$ cat config.mk
export PLATFORM = sky130hd
export DESIGN_NAME = regfile_mp_flat
export DESIGN_NICKNAME = d
export VERILOG_FILES = /design/src/rtl/regfile_pkg.sv /design/src/rtl/regfile_if.sv /design/src/rtl/regfile_scoreboard.sv /design/src/rtl/regfile_mp.sv /design/src/flat_wrapper.sv
export SDC_FILE = /design/constraint.sdc
export NUM_CORES = 2
export LEC_CHECK = 0
export BUFFER_PORTS_ARGS = -buffer_cell sky130_fd_sc_hd__buf_4
export CORE_UTILIZATION = 64
export CTS_CLUSTER_DIAMETER = 200
export DETAILED_ROUTE_END_ITERATION = 10
export PLACE_DENSITY = 0.78
export SYNTH_ARGS = -nofsm -noshare
export SYNTH_HDL_FRONTEND = slang
export SYNTH_SLANG_ARGS = --single-unit
$ cat constraint.sdc
create_clock -name clk -period 20.8 [get_ports clk]
set_input_delay 3.12 -clock clk [delete_from_list [all_inputs] [get_ports clk]]
set_output_delay 3.12 -clock clk [all_outputs]
set_load 0.005 [all_outputs]
$ cat src/rtl/regfile_pkg.sv
`default_nettype none
// +--------------------------------------------------------------------+
// | regfile_pkg                                                        |
// | Shared constants, address-width helper and typedefs for the        |
// | multi-port integer register file.                                  |
// | Rev 1.0 - initial release                                          |
// +--------------------------------------------------------------------+
package regfile_pkg;

  localparam int XLEN_DEFAULT  = 32;
  localparam int NREGS_DEFAULT = 32;

  // Address width for a register count; never narrower than one bit.
  function automatic int addr_width(input int nregs);
    return (nregs > 2) ? $clog2(nregs) : 1;
  endfunction

  localparam int ADDR_W_DEFAULT = addr_width(NREGS_DEFAULT);

  typedef logic [ADDR_W_DEFAULT-1:0] reg_addr_t;
  typedef logic [XLEN_DEFAULT-1:0]   reg_data_t;

  // Hardwired-zero register index.
  localparam int unsigned REG_ZERO = 0;

endpackage
`default_nettype wire

$ cat src/rtl/regfile_if.sv
`default_nettype none
// +--------------------------------------------------------------------+
// | regfile_if                                                         |
// | Read, write, issue and flush signals of the register file.         |
// | master = pipeline side, slave = register file.                     |
// | Rev 1.0 - initial release                                          |
// +--------------------------------------------------------------------+
interface regfile_if
  import regfile_pkg::*;
#(
  parameter int XLEN  = XLEN_DEFAULT,
  parameter int NREGS = NREGS_DEFAULT,
  parameter int NRD   = 2,
  parameter int NWR   = 1
);
  localparam int AW = addr_width(NREGS);

  logic [NRD-1:0][AW-1:0]   rd_addr;
  logic [NRD-1:0][XLEN-1:0] rd_data;
  logic [NRD-1:0]           rd_pending;
  logic [NWR-1:0]           wr_en;
  logic [NWR-1:0][AW-1:0]   wr_addr;
  logic [NWR-1:0][XLEN-1:0] wr_data;
  logic                     iss_en;
  logic [AW-1:0]            iss_addr;
  logic                     flush;
  logic [AW:0]              pend_cnt;

  modport master (
    output rd_addr, wr_en, wr_addr, wr_data, iss_en, iss_addr, flush,
    input  rd_data, rd_pending, pend_cnt
  );

  modport slave (
    input  rd_addr, wr_en, wr_addr, wr_data, iss_en, iss_addr, flush,
    output rd_data, rd_pending, pend_cnt
  );

endinterface
`default_nettype wire

$ cat src/rtl/regfile_scoreboard.sv
`default_nettype none
// +--------------------------------------------------------------------+
// | regfile_scoreboard                                                 |
// | One pending bit per register plus a running pending count.         |
// | Priority per register: flush > issue > writeback > hold.           |
// | Rev 1.0 - initial release                                          |
// +--------------------------------------------------------------------+
module regfile_scoreboard
  import regfile_pkg::*;
#(
  parameter  int NREGS = NREGS_DEFAULT,
  parameter  int NWR   = 1,
  localparam int AW    = addr_width(NREGS)
) (
  input  logic                   clk,
  input  logic                   rst_n,
  input  logic                   iss_en,
  input  logic [AW-1:0]          iss_addr,
  input  logic                   flush,
  input  logic [NWR-1:0]         wr_en,
  input  logic [NWR-1:0][AW-1:0] wr_addr,
  output logic [NREGS-1:0]       pending,
  output logic [AW:0]            pend_cnt
);

  localparam logic [AW:0] CNT_ONE = {{AW{1'b0}}, 1'b1};

  logic [NREGS-1:0] pend_q;
  logic [NREGS-1:0] pend_nxt;
  logic [NREGS-1:0] wb_hit;
  logic [AW:0]      cnt_q;
  logic [AW:0]      cnt_nxt;
  logic [AW:0]      n_set;
  logic [AW:0]      n_clr;

  // Collapse all write ports into a per-register writeback mask.
  always_comb begin
    wb_hit = '0;
    for (int p = 0; p < NWR; p++) begin
      if (wr_en[p]) wb_hit[wr_addr[p]] = 1'b1;
    end
  end

  // Next pending state; register 0 can never become pending.
  always_comb begin
    pend_nxt = '0;
    for (int r = 0; r < NREGS; r++) begin
      if (r == 0)                                pend_nxt[r] = 1'b0;
      else if (flush)                            pend_nxt[r] = 1'b0;
      else if (iss_en && (iss_addr == AW'(r)))   pend_nxt[r] = 1'b1;
      else if (wb_hit[r])                        pend_nxt[r] = 1'b0;
      else                                       pend_nxt[r] = pend_q[r];
    end
  end

  // Count adjusts by the number of bits that rise and fall this cycle.
  always_comb begin
    n_set = '0;
    n_clr = '0;
    for (int r = 0; r < NREGS; r++) begin
      if (pend_nxt[r] && !pend_q[r]) n_set = n_set + CNT_ONE;
      if (!pend_nxt[r] && pend_q[r]) n_clr = n_clr + CNT_ONE;
    end
    cnt_nxt = flush ? '0 : (cnt_q + n_set - n_clr);
  end

  // Pending bits and count registers.
  always_ff @(posedge clk or negedge rst_n) begin
    if (!rst_n) begin
      pend_q <= '0;
      cnt_q  <= '0;
    end else begin
      pend_q <= pend_nxt;
      cnt_q  <= cnt_nxt;
    end
  end

  assign pending  = pend_q;
  assign pend_cnt = cnt_q;

endmodule
`default_nettype wire

$ cat src/rtl/regfile_mp.sv
`default_nettype none
// +--------------------------------------------------------------------+
// | regfile_mp                                                         |
// | Multi-port register file: NRD combinational reads, NWR synchronous |
// | writes (highest port wins), x0 hardwired to zero, RAW scoreboard.  |
// | Compile option: REGFILE_BYPASS_EN forwards same-cycle write data   |
// | to matching read ports.                                            |
// | Rev 1.0 - initial release                                          |
// +--------------------------------------------------------------------+
module regfile_mp
  import regfile_pkg::*;
#(
  parameter  int XLEN  = XLEN_DEFAULT,
  parameter  int NREGS = NREGS_DEFAULT,
  parameter  int NRD   = 2,
  parameter  int NWR   = 1,
  localparam int AW    = addr_width(NREGS)
) (
  input  logic     clk,
  input  logic     rst_n,
  regfile_if.slave bus
);

  logic [XLEN-1:0]  regs [NREGS];
  logic [NREGS-1:0] pending;

  // Storage update; ascending port order makes the highest port win.
  always_ff @(posedge clk or negedge rst_n) begin
    if (!rst_n) begin
      for (int r = 0; r < NREGS; r++) regs[r] <= '0;
    end else begin
      for (int p = 0; p < NWR; p++) begin
        if (bus.wr_en[p] && (bus.wr_addr[p] != AW'(REG_ZERO)))
          regs[bus.wr_addr[p]] <= bus.wr_data[p];
      end
    end
  end

  regfile_scoreboard #(
    .NREGS (NREGS),
    .NWR   (NWR)
  ) u_scoreboard (
    .clk      (clk),
    .rst_n    (rst_n),
    .iss_en   (bus.iss_en),
    .iss_addr (bus.iss_addr),
    .flush    (bus.flush),
    .wr_en    (bus.wr_en),
    .wr_addr  (bus.wr_addr),
    .pending  (pending),
    .pend_cnt (bus.pend_cnt)
  );

  for (genvar i = 0; i < NRD; i++) begin : g_rd
    logic [AW-1:0]   addr;
    logic [XLEN-1:0] data;
    logic            pend;

    assign addr = bus.rd_addr[i];

    // Read mux with optional forwarding of the winning same-cycle write.
    always_comb begin
      data = regs[addr];
      pend = pending[addr];
`ifdef REGFILE_BYPASS_EN
      if (rst_n && (addr != AW'(REG_ZERO))) begin
        for (int p = 0; p < NWR; p++) begin
          if (bus.wr_en[p] && (bus.wr_addr[p] == addr)) begin
            data = bus.wr_data[p];
            pend = (bus.iss_en && (bus.iss_addr == addr)) ? pending[addr] : 1'b0;
          end
        end
      end
`endif
    end

    assign bus.rd_data[i]    = data;
    assign bus.rd_pending[i] = pend;
  end

endmodule
`default_nettype wire

$ cat src/flat_wrapper.sv
// flat-port wrapper written by rule: the top's interface ports become plain ports
module regfile_mp_flat import regfile_pkg::*;
#(
  parameter  int XLEN  = XLEN_DEFAULT,
  parameter  int NREGS = NREGS_DEFAULT,
  parameter  int NRD   = 2,
  parameter  int NWR   = 1,
  localparam int AW    = addr_width(NREGS)
)
  (clk, rst_n, bus_rd_addr, bus_wr_en, bus_wr_addr, bus_wr_data, bus_iss_en, bus_iss_addr, bus_flush, bus_rd_data, bus_rd_pending, bus_pend_cnt);
  regfile_if #(.XLEN(XLEN), .NREGS(NREGS), .NRD(NRD), .NWR(NWR)) bus_i ();
  input  logic clk;
  input  logic rst_n;
  input wire logic [$bits(bus_i.rd_addr)-1:0] bus_rd_addr;
  input wire logic [$bits(bus_i.wr_en)-1:0] bus_wr_en;
  input wire logic [$bits(bus_i.wr_addr)-1:0] bus_wr_addr;
  input wire logic [$bits(bus_i.wr_data)-1:0] bus_wr_data;
  input wire logic [$bits(bus_i.iss_en)-1:0] bus_iss_en;
  input wire logic [$bits(bus_i.iss_addr)-1:0] bus_iss_addr;
  input wire logic [$bits(bus_i.flush)-1:0] bus_flush;
  output wire logic [$bits(bus_i.rd_data)-1:0] bus_rd_data;
  output wire logic [$bits(bus_i.rd_pending)-1:0] bus_rd_pending;
  output wire logic [$bits(bus_i.pend_cnt)-1:0] bus_pend_cnt;
  assign bus_i.rd_addr = bus_rd_addr;
  assign bus_i.wr_en = bus_wr_en;
  assign bus_i.wr_addr = bus_wr_addr;
  assign bus_i.wr_data = bus_wr_data;
  assign bus_i.iss_en = bus_iss_en;
  assign bus_i.iss_addr = bus_iss_addr;
  assign bus_i.flush = bus_flush;
  assign bus_rd_data = bus_i.rd_data;
  assign bus_rd_pending = bus_i.rd_pending;
  assign bus_pend_cnt = bus_i.pend_cnt;
  regfile_mp #(.XLEN(XLEN), .NREGS(NREGS), .NRD(NRD), .NWR(NWR)) u_core (.clk(clk), .rst_n(rst_n), .bus(bus_i));
endmodule
==> After elaboration in Yosys (flattened, before gate mapping) <==
Cells that the tools add are included.
{ "word_totals": {"register_bits": 1061, "input_bits": 57, "out_inout_bits": 72, "wordCells": 469} }
{ "op_classes": {"addsub": 62, "magnitude_cmp": 8, "n_eq_ne": 31, "n_mux": 172, "n_bitwise": 3, "reduce_logical": 159} }
{ "ops": {"columns": ["op", "count"], "rows": [
  ["bitwise mux 1024 bit", 1],
  ["2-to-1 mux 6 bit", 61],
  ["adder 6 x 1 -> 6 bit, second input constant", 60],
  ["binary-select mux 32 bit (select 5 bit)", 2],
  ["2-to-1 mux 32 bit", 6],
  ["demux 32 bit (select 5 bit)", 1],
  ["2-to-1 mux 1 bit", 98],
  ["logical AND 1 bit", 96],
  ["equality test 5 bit, second input constant", 16],
  ["zero test 1 bit", 62],
  ["equality test 5 x 4 -> 1 bit, second input constant", 8],
  ["equality test 5 x 3 -> 1 bit, second input constant", 4],
  ["greater-or-equal comparator 6 bit, second input constant", 3],
  ["less-than comparator 5 x 6 -> 1 bit, second input constant", 3],
  ["NOT 5 -> 6 bit", 3],
  ["binary-select mux 1 bit (select 5 bit)", 2],
  ["equality test 5 x 2 -> 1 bit, second input constant", 2],
  ["adder 6 bit", 1],
  ["less-than comparator 6 x 1 -> 1 bit, second input constant", 1],
  ["subtractor 6 bit", 1],
  ["demux 1 bit (select 5 bit)", 1],
  ["equality test 5 x 1 -> 1 bit, second input constant", 1],
  ["greater-or-equal comparator 5 x 1 -> 1 bit, second input constant", 1],
  ["nonzero test 5 bit", 1]
]} }

==> Longest topological paths before layout <==
{ "depth": {"ltp_word": 73, "depth_mapped": 109, "depth_no_buf": 101} }

==> Cells and area by module <==
Synthesis repeated with hierarchy kept, for this count alone.
{ "unflattened": {"hier_cells": 5782, "hier_area_um2": 64996.1} }
{ "modules_own_cells": {"columns": ["module", "instances", "cells_each", "area_each_um2"], "rows": [
  ["regfile_mp", 1, 4681, 56531.7],
  ["regfile_scoreboard", 1, 1101, 8464.4]
]} }

==> Worst setup path after synthesis <==
No wires, ideal clock.
{ "synth_path": {"path_type": "input-to-reg", "from": "in bus_flush", "to": "reg u_core.u_scoreboard.cnt_q[5] (netlist: u_core.u_scoreboard.pend_cnt[5])", "setup_ps": 134, "t_arrival_ps": 22151, "slack_ps": -1484, "path_stages": 105, "path_cell_list": "buf_2 -> buf_2 -> buf_1 -> buf_1 -> clkbuf_1 -> clkbuf_1 -> clkbuf_1 -> clkbuf_1 -> clkbuf_1 -> clkbuf_1 -> nor2_1 -> nor2b_1 -> ha_1 -> nand2b_1 -> a2111o_1 -> o211a_2 -> inv_1 -> ha_1 -> [69 not listed] -> nand2_1 -> o21ai_0 -> ha_1 -> mux2i_1 -> fa_1 -> ha_1 -> a21o_1 -> a21oi_1 -> o21bai_1 -> a21oi_1 -> xnor2_1 -> xnor2_1 -> xnor2_1 -> xnor3_1 -> xnor2_1 -> xnor2_1 -> o21a_1 -> nor3_2"} }
{ "synth_via": {"elab_chain_len": 66} }
{ "synth_lines": {"columns": ["element", "line", "rtl"], "rows": [
  ["start, declared", "flat_wrapper.sv:20", "input wire logic [$bits(bus_i.flush)-1:0] bus_flush;"],
  ["2-to-1 mux 1 bit (*)", "regfile_scoreboard.sv:49", "else if (flush) pend_nxt[r] = 1'b0;"],
  ["net u_core.u_scoreboard.pend_nxt[1]", "regfile_scoreboard.sv:29", "logic [NREGS-1:0] pend_nxt;"],
  ["logical AND 1 bit or zero test 1 bit (tied branches)", "regfile_scoreboard.sv:61, regfile_scoreboard.sv:62", null],
  ["2-to-1 mux 1 bit or logical AND 1 bit (tied branches)", "regfile_scoreboard.sv:61, regfile_scoreboard.sv:62", null],
  ["adder 6 x 1 -> 6 bit or 2-to-1 mux 1 bit (tied branches)", "regfile_scoreboard.sv:61, regfile_scoreboard.sv:62", null],
  ["2-to-1 mux 6 bit or adder 6 x 1 -> 6 bit (tied branches)", "regfile_scoreboard.sv:61, regfile_scoreboard.sv:62", null],
  ["adder 6 x 1 -> 6 bit or 2-to-1 mux 6 bit (tied branches)", "regfile_scoreboard.sv:61, regfile_scoreboard.sv:62", null],
  ["2-to-1 mux 6 bit or adder 6 x 1 -> 6 bit (tied branches)", "regfile_scoreboard.sv:61, regfile_scoreboard.sv:62", null],
  ["[52 not listed]", null, null],
  ["adder 6 x 1 -> 6 bit or 2-to-1 mux 6 bit (tied branches)", "regfile_scoreboard.sv:61, regfile_scoreboard.sv:62", null],
  ["2-to-1 mux 6 bit or adder 6 x 1 -> 6 bit (tied branches)", "regfile_scoreboard.sv:61, regfile_scoreboard.sv:62", null],
  ["adder 6 x 1 -> 6 bit or 2-to-1 mux 6 bit (tied branches)", "regfile_scoreboard.sv:61, regfile_scoreboard.sv:62", null],
  ["2-to-1 mux 6 bit or adder 6 x 1 -> 6 bit (tied branches)", "regfile_scoreboard.sv:61, regfile_scoreboard.sv:62", null],
  ["adder 6 bit or 2-to-1 mux 6 bit (tied branches)", "regfile_scoreboard.sv:64, regfile_scoreboard.sv:62", null],
  ["subtractor 6 bit (*)", "regfile_scoreboard.sv:64", "cnt_nxt = flush ? '0 : (cnt_q + n_set - n_clr);"],
  ["2-to-1 mux 6 bit (*)", "regfile_scoreboard.sv:64", null],
  ["net u_core.u_scoreboard.cnt_nxt[5]", "regfile_scoreboard.sv:32", "logic [AW:0] cnt_nxt;"],
  ["end signal, assigned", "regfile_scoreboard.sv:74", "cnt_q <= cnt_nxt;"],
  ["end, declared", "regfile_scoreboard.sv:31", "logic [AW:0] cnt_q;"]
]} }
The timed path passes the listed nets; every way through them passes the cells marked *.
A chain may end at the register's enable or synchronous reset.

==> Worst setup path after layout <==
{ "layout_path": {"from": "in bus_wr_addr[2]", "to": "reg u_core.u_scoreboard.cnt_q[5] (netlist: u_core.u_scoreboard.pend_cnt[5])"} }
{ "layout_via": {"elab_chain_len": 73} }
{ "layout_lines": {"columns": ["element", "line", "rtl"], "rows": [
  ["start, declared", "flat_wrapper.sv:16", "input wire logic [$bits(bus_i.wr_addr)-1:0] bus_wr_addr;"],
  ["less-than comparator 5 x 6 -> 1 bit (not written as such) or greater-or-equal comparator 5 x 1 -> 1 bit (tied branches)", "regfile_scoreboard.sv:40", "if (wr_en[p]) wb_hit[wr_addr[p]] = 1'b1;"],
  ["logical AND 1 bit (not written as such)", "regfile_scoreboard.sv:40", null],
  ["2-to-1 mux 1 bit (not written as such)", "regfile_scoreboard.sv:40", null],
  ["demux 1 bit (select 5 bit) (*)", "regfile_scoreboard.sv:40", null],
  ["2-to-1 mux 32 bit (*)", "regfile_scoreboard.sv:40", null],
  ["2-to-1 mux 1 bit (*)", "regfile_scoreboard.sv:51", "else if (wb_hit[r]) pend_nxt[r] = 1'b0;"],
  ["2-to-1 mux 1 bit (*)", "regfile_scoreboard.sv:50", "else if (iss_en && (iss_addr == AW'(r))) pend_nxt[r] = 1'b1;"],
  ["2-to-1 mux 1 bit (*)", "regfile_scoreboard.sv:49", null],
  ["net u_core.u_scoreboard.pend_nxt[1]", "regfile_scoreboard.sv:29", null],
  ["[58 not listed]", null, null],
  ["adder 6 x 1 -> 6 bit or 2-to-1 mux 6 bit (tied branches)", "regfile_scoreboard.sv:61, regfile_scoreboard.sv:62", null],
  ["2-to-1 mux 6 bit or adder 6 x 1 -> 6 bit (tied branches)", "regfile_scoreboard.sv:61, regfile_scoreboard.sv:62", null],
  ["adder 6 x 1 -> 6 bit or 2-to-1 mux 6 bit (tied branches)", "regfile_scoreboard.sv:61, regfile_scoreboard.sv:62", null],
  ["2-to-1 mux 6 bit or adder 6 x 1 -> 6 bit (tied branches)", "regfile_scoreboard.sv:61, regfile_scoreboard.sv:62", null],
  ["adder 6 bit or 2-to-1 mux 6 bit (tied branches)", "regfile_scoreboard.sv:64, regfile_scoreboard.sv:62", null],
  ["subtractor 6 bit (*)", "regfile_scoreboard.sv:64", null],
  ["2-to-1 mux 6 bit (*)", "regfile_scoreboard.sv:64", null],
  ["net u_core.u_scoreboard.cnt_nxt[5]", "regfile_scoreboard.sv:32", null]
]} }
Marked as above.

==> metrics.cfg <==
[sta]
finalSetupViolations=0
post-route-period-util_pct=96.2
tightest_slew_ns=1.28
hold_violations=0
finalMaxSlewViolations=0
fin_skew_ns=0.0166
timing.final.ws_setup_ns=0.799
setup_tns_ns=0
slew_headroom_pct=14.3
fmaxAchievable_mhz=50.0
min_period_ns=20.00

[critical_path]
crit_arrival_ns=20.55
cp.required_ns=21.35
reg2reg_to=u_core.u_scoreboard.pend_cnt[5]
crit_type=in2reg
cp_slowest_cell=fa_1
reg2reg_depth=98
reg2reg_slack_ns=3.42
crit_path_end_kind=register
cp_max_fo=12
start_kind=input pin
cp_common_cell=ha_1
r2r_start=u_core.u_scoreboard.pending[1]
max_stage_delay_ns=0.47

[grt]
busiest_layer=met2
grt_pass1_wl_um=262000
grt.total_usage_pct=35.3
grt_pass1_vias=41449
grt_max_degree=183
use_met2_pct=54.9
antenna_found_initial=7
overflow=0
use_met3_pct=6.22
met1_usage_pct=50.2

[placement]
pre_cts_slack_ns=-0.188
dpl_cell_area_sq_um=65300
dp_hpwl_um=94100
gp_congestion=0.912
port_buffers=128

[power]
power.share.switching_pct=26.7
p_comb_share_pct=22.8
internal-power_uw=4530
p_clk_share_pct=33.1
power.switching_uw=1650
seq_power_share_pct=44.1
p_leak_uw=0.0298
peakVddDrop_v=0.0000879
power.density_nw_per_um2=89.0

[clocking]
clockRootBuffer=clkbuf_16
cts-hold-fix-buffers=0
clkLatencyLatePin_ns=0.70
cts_tree=done
clk_path_buf_depth=3
htreeDepth=3
clock_sinks=1061
clk_pin_slew_ns=0.06
cts-buffers-inserted=109

[floorplanning]
fp-row-count=114
io_pins=129
die_x_um=316
coreArea_sq_um=97300
die-height_um=316
initial_core_util_pct=65.0
die_area_sq_um=100000

[synth]
yosysSeqAreaShare_pct=42.0
synth-seq-cells=1061
yosys_warnings=0
synth-edff-count=0
yosys-top-cells-count=mux2_2 (1067), dfrtp_1 (1061), mux4_2 (658)
netlist_top_cells_area=dfrtp_1 (42%), mux4_2 (23%), mux2_2 (19%)
yosys.area.top_type_share_pct=42.0
synth_cell_types=103
syn_area_sq_um=63200
synth_most_common_cell=mux2_2
async_flop_share_pct=100
syn_area_per_cell_sq_um=14.5
synth_top_area_cell=dfrtp_1
syn_nets=4482
ys.flop_type=dfrtp_1
synthCells=4355

[layout]
n_antenna_cell=0
stdcell_area_sq_um=69500
nFillCells=6319
drive_above_1_share_pct=52.8
nets=4406
syn2layout_area_growth_pct=9.93

[worst_hold_path]
holdPathStages=0
min_to=u_core.regs[1022]
min_from=u_core.regs[1022]
holdCritPathClass=reg2reg

[drt]
drc_errors=0
num_vias=40743
postRouteAntennaNets=0
drt-initial-drc-count=4093
wirelength_um=172000
wl_per_cell_um=30.6
drtPass1Iterations=7
via_per_inst=7.22

[outcome]
run_status=completed

[run]
cap_viol_max_count=0

-- worst max-delay path by stage --
stage                              start                              end  slack, ns  depth (start not counted)
final                     bus_wr_addr[2]  u_core.u_scoreboard.pend_cnt[5]       0.80                        102
after global routing      bus_wr_addr[2]  u_core.u_scoreboard.pend_cnt[5]      -0.27                        101
after detailed placement  bus_wr_addr[0]  u_core.u_scoreboard.pend_cnt[5]      -0.19                         99
after CTS                 bus_wr_addr[0]  u_core.u_scoreboard.pend_cnt[5]       0.44                         99
after floorplan                bus_flush  u_core.u_scoreboard.pend_cnt[5]      0.008                        105
after global placement    bus_wr_addr[0]  u_core.u_scoreboard.pend_cnt[5]       0.28                        100
-- placed cells by master (no fill, tap or decap), drive strengths merged, types with 67 or more instances in the layout --
cell type and count:
nand2 148, o21ai 67, clkbuf 164, mux2 1068, dfrtp 1061, xnor2 123
nor2 114, mux4 658, a21oi 67, buf 256
-- kinds of logic after synthesis --
logic type,count (synthesis),share of synthesized area [%]
adders and majority gates,71,1.46
buffers and inverters,503,3.09
xor gates and xnor gates,192,3.56
AOI/OAI and AO/OA,312,3.41
other,2,0.0119
and+or+nand+nor,468,3.65
DFF,1061,42.0
muxes,1746,42.8
-- critical path: cells and delay by family --
kind | cells | cell delay [ns]
fa+ha+maj | 18 | 5.24
compound gates | 32 | 5.26
mux | 3 | 0.66
simple gates | 27 | 2.91
xor+xnor | 14 | 2.37
buf+inv | 8 | 0.93
-- repair_timing --
item	CTS	global route
setup buffers	0	17
setup endpoints to repair	0	2
gates resized for setup	0	60
-- power by group through the flow --
stage / Combinational (uW) / Clock, uW / Sequential (uW)
after CTS: 1400 / 2060 / 2720
final: 1410 / 2040 / 2730
after detailed placement: 1390 / 0 / 2750
after floorplan: 1060 / 0 / 2650
after global routing: 1510 / 2140 / 2770
after global placement: 1350 / 0 / 2710
-- layer usage --
layer / routed length [um] / up-vias
met2: 82300 / 1826
met4: 7270 / 8
met5: 50 / -
li1: - / 16587
met1: 68900 / 21899
met3: 13900 / 423
-- sequential cells by signal, summed over array words and instances (netlist names) --
signal	flops
u_core.regs	1024
u_core.u_scoreboard.pend_cnt	6
u_core.u_scoreboard.pending	31
-- area by class of cell --
class	instances	area, sq um	share of cell area, %
inverter	60	225	0.324
clock inverter	34	455	0.656
multi-input combinational	2791	35300	50.8
timing repair buffer	256	2030	2.92
sequential	1061	26600	38.2
clock buffer	164	3310	4.76
tap	1276	1600	2.30
-- per-stage QoR --
step | total power [uW] | hold slack, ns | instances | utilization (%)
after CTS | 6180 | 0.396 | 5625 | 70.9
after floorplan | 3720 | 0.441 | 4355 | -
final | 6190 | 0.393 | 5642 | 71.4
after detailed placement | 4140 | 0.384 | 5427 | 67.1
after global placement | 4060 | 0.376 | 5427 | 67.1
after global routing | 6420 | 0.409 | 5642 | 71.4
No activity file was read; power rests on OpenSTA's default activity.
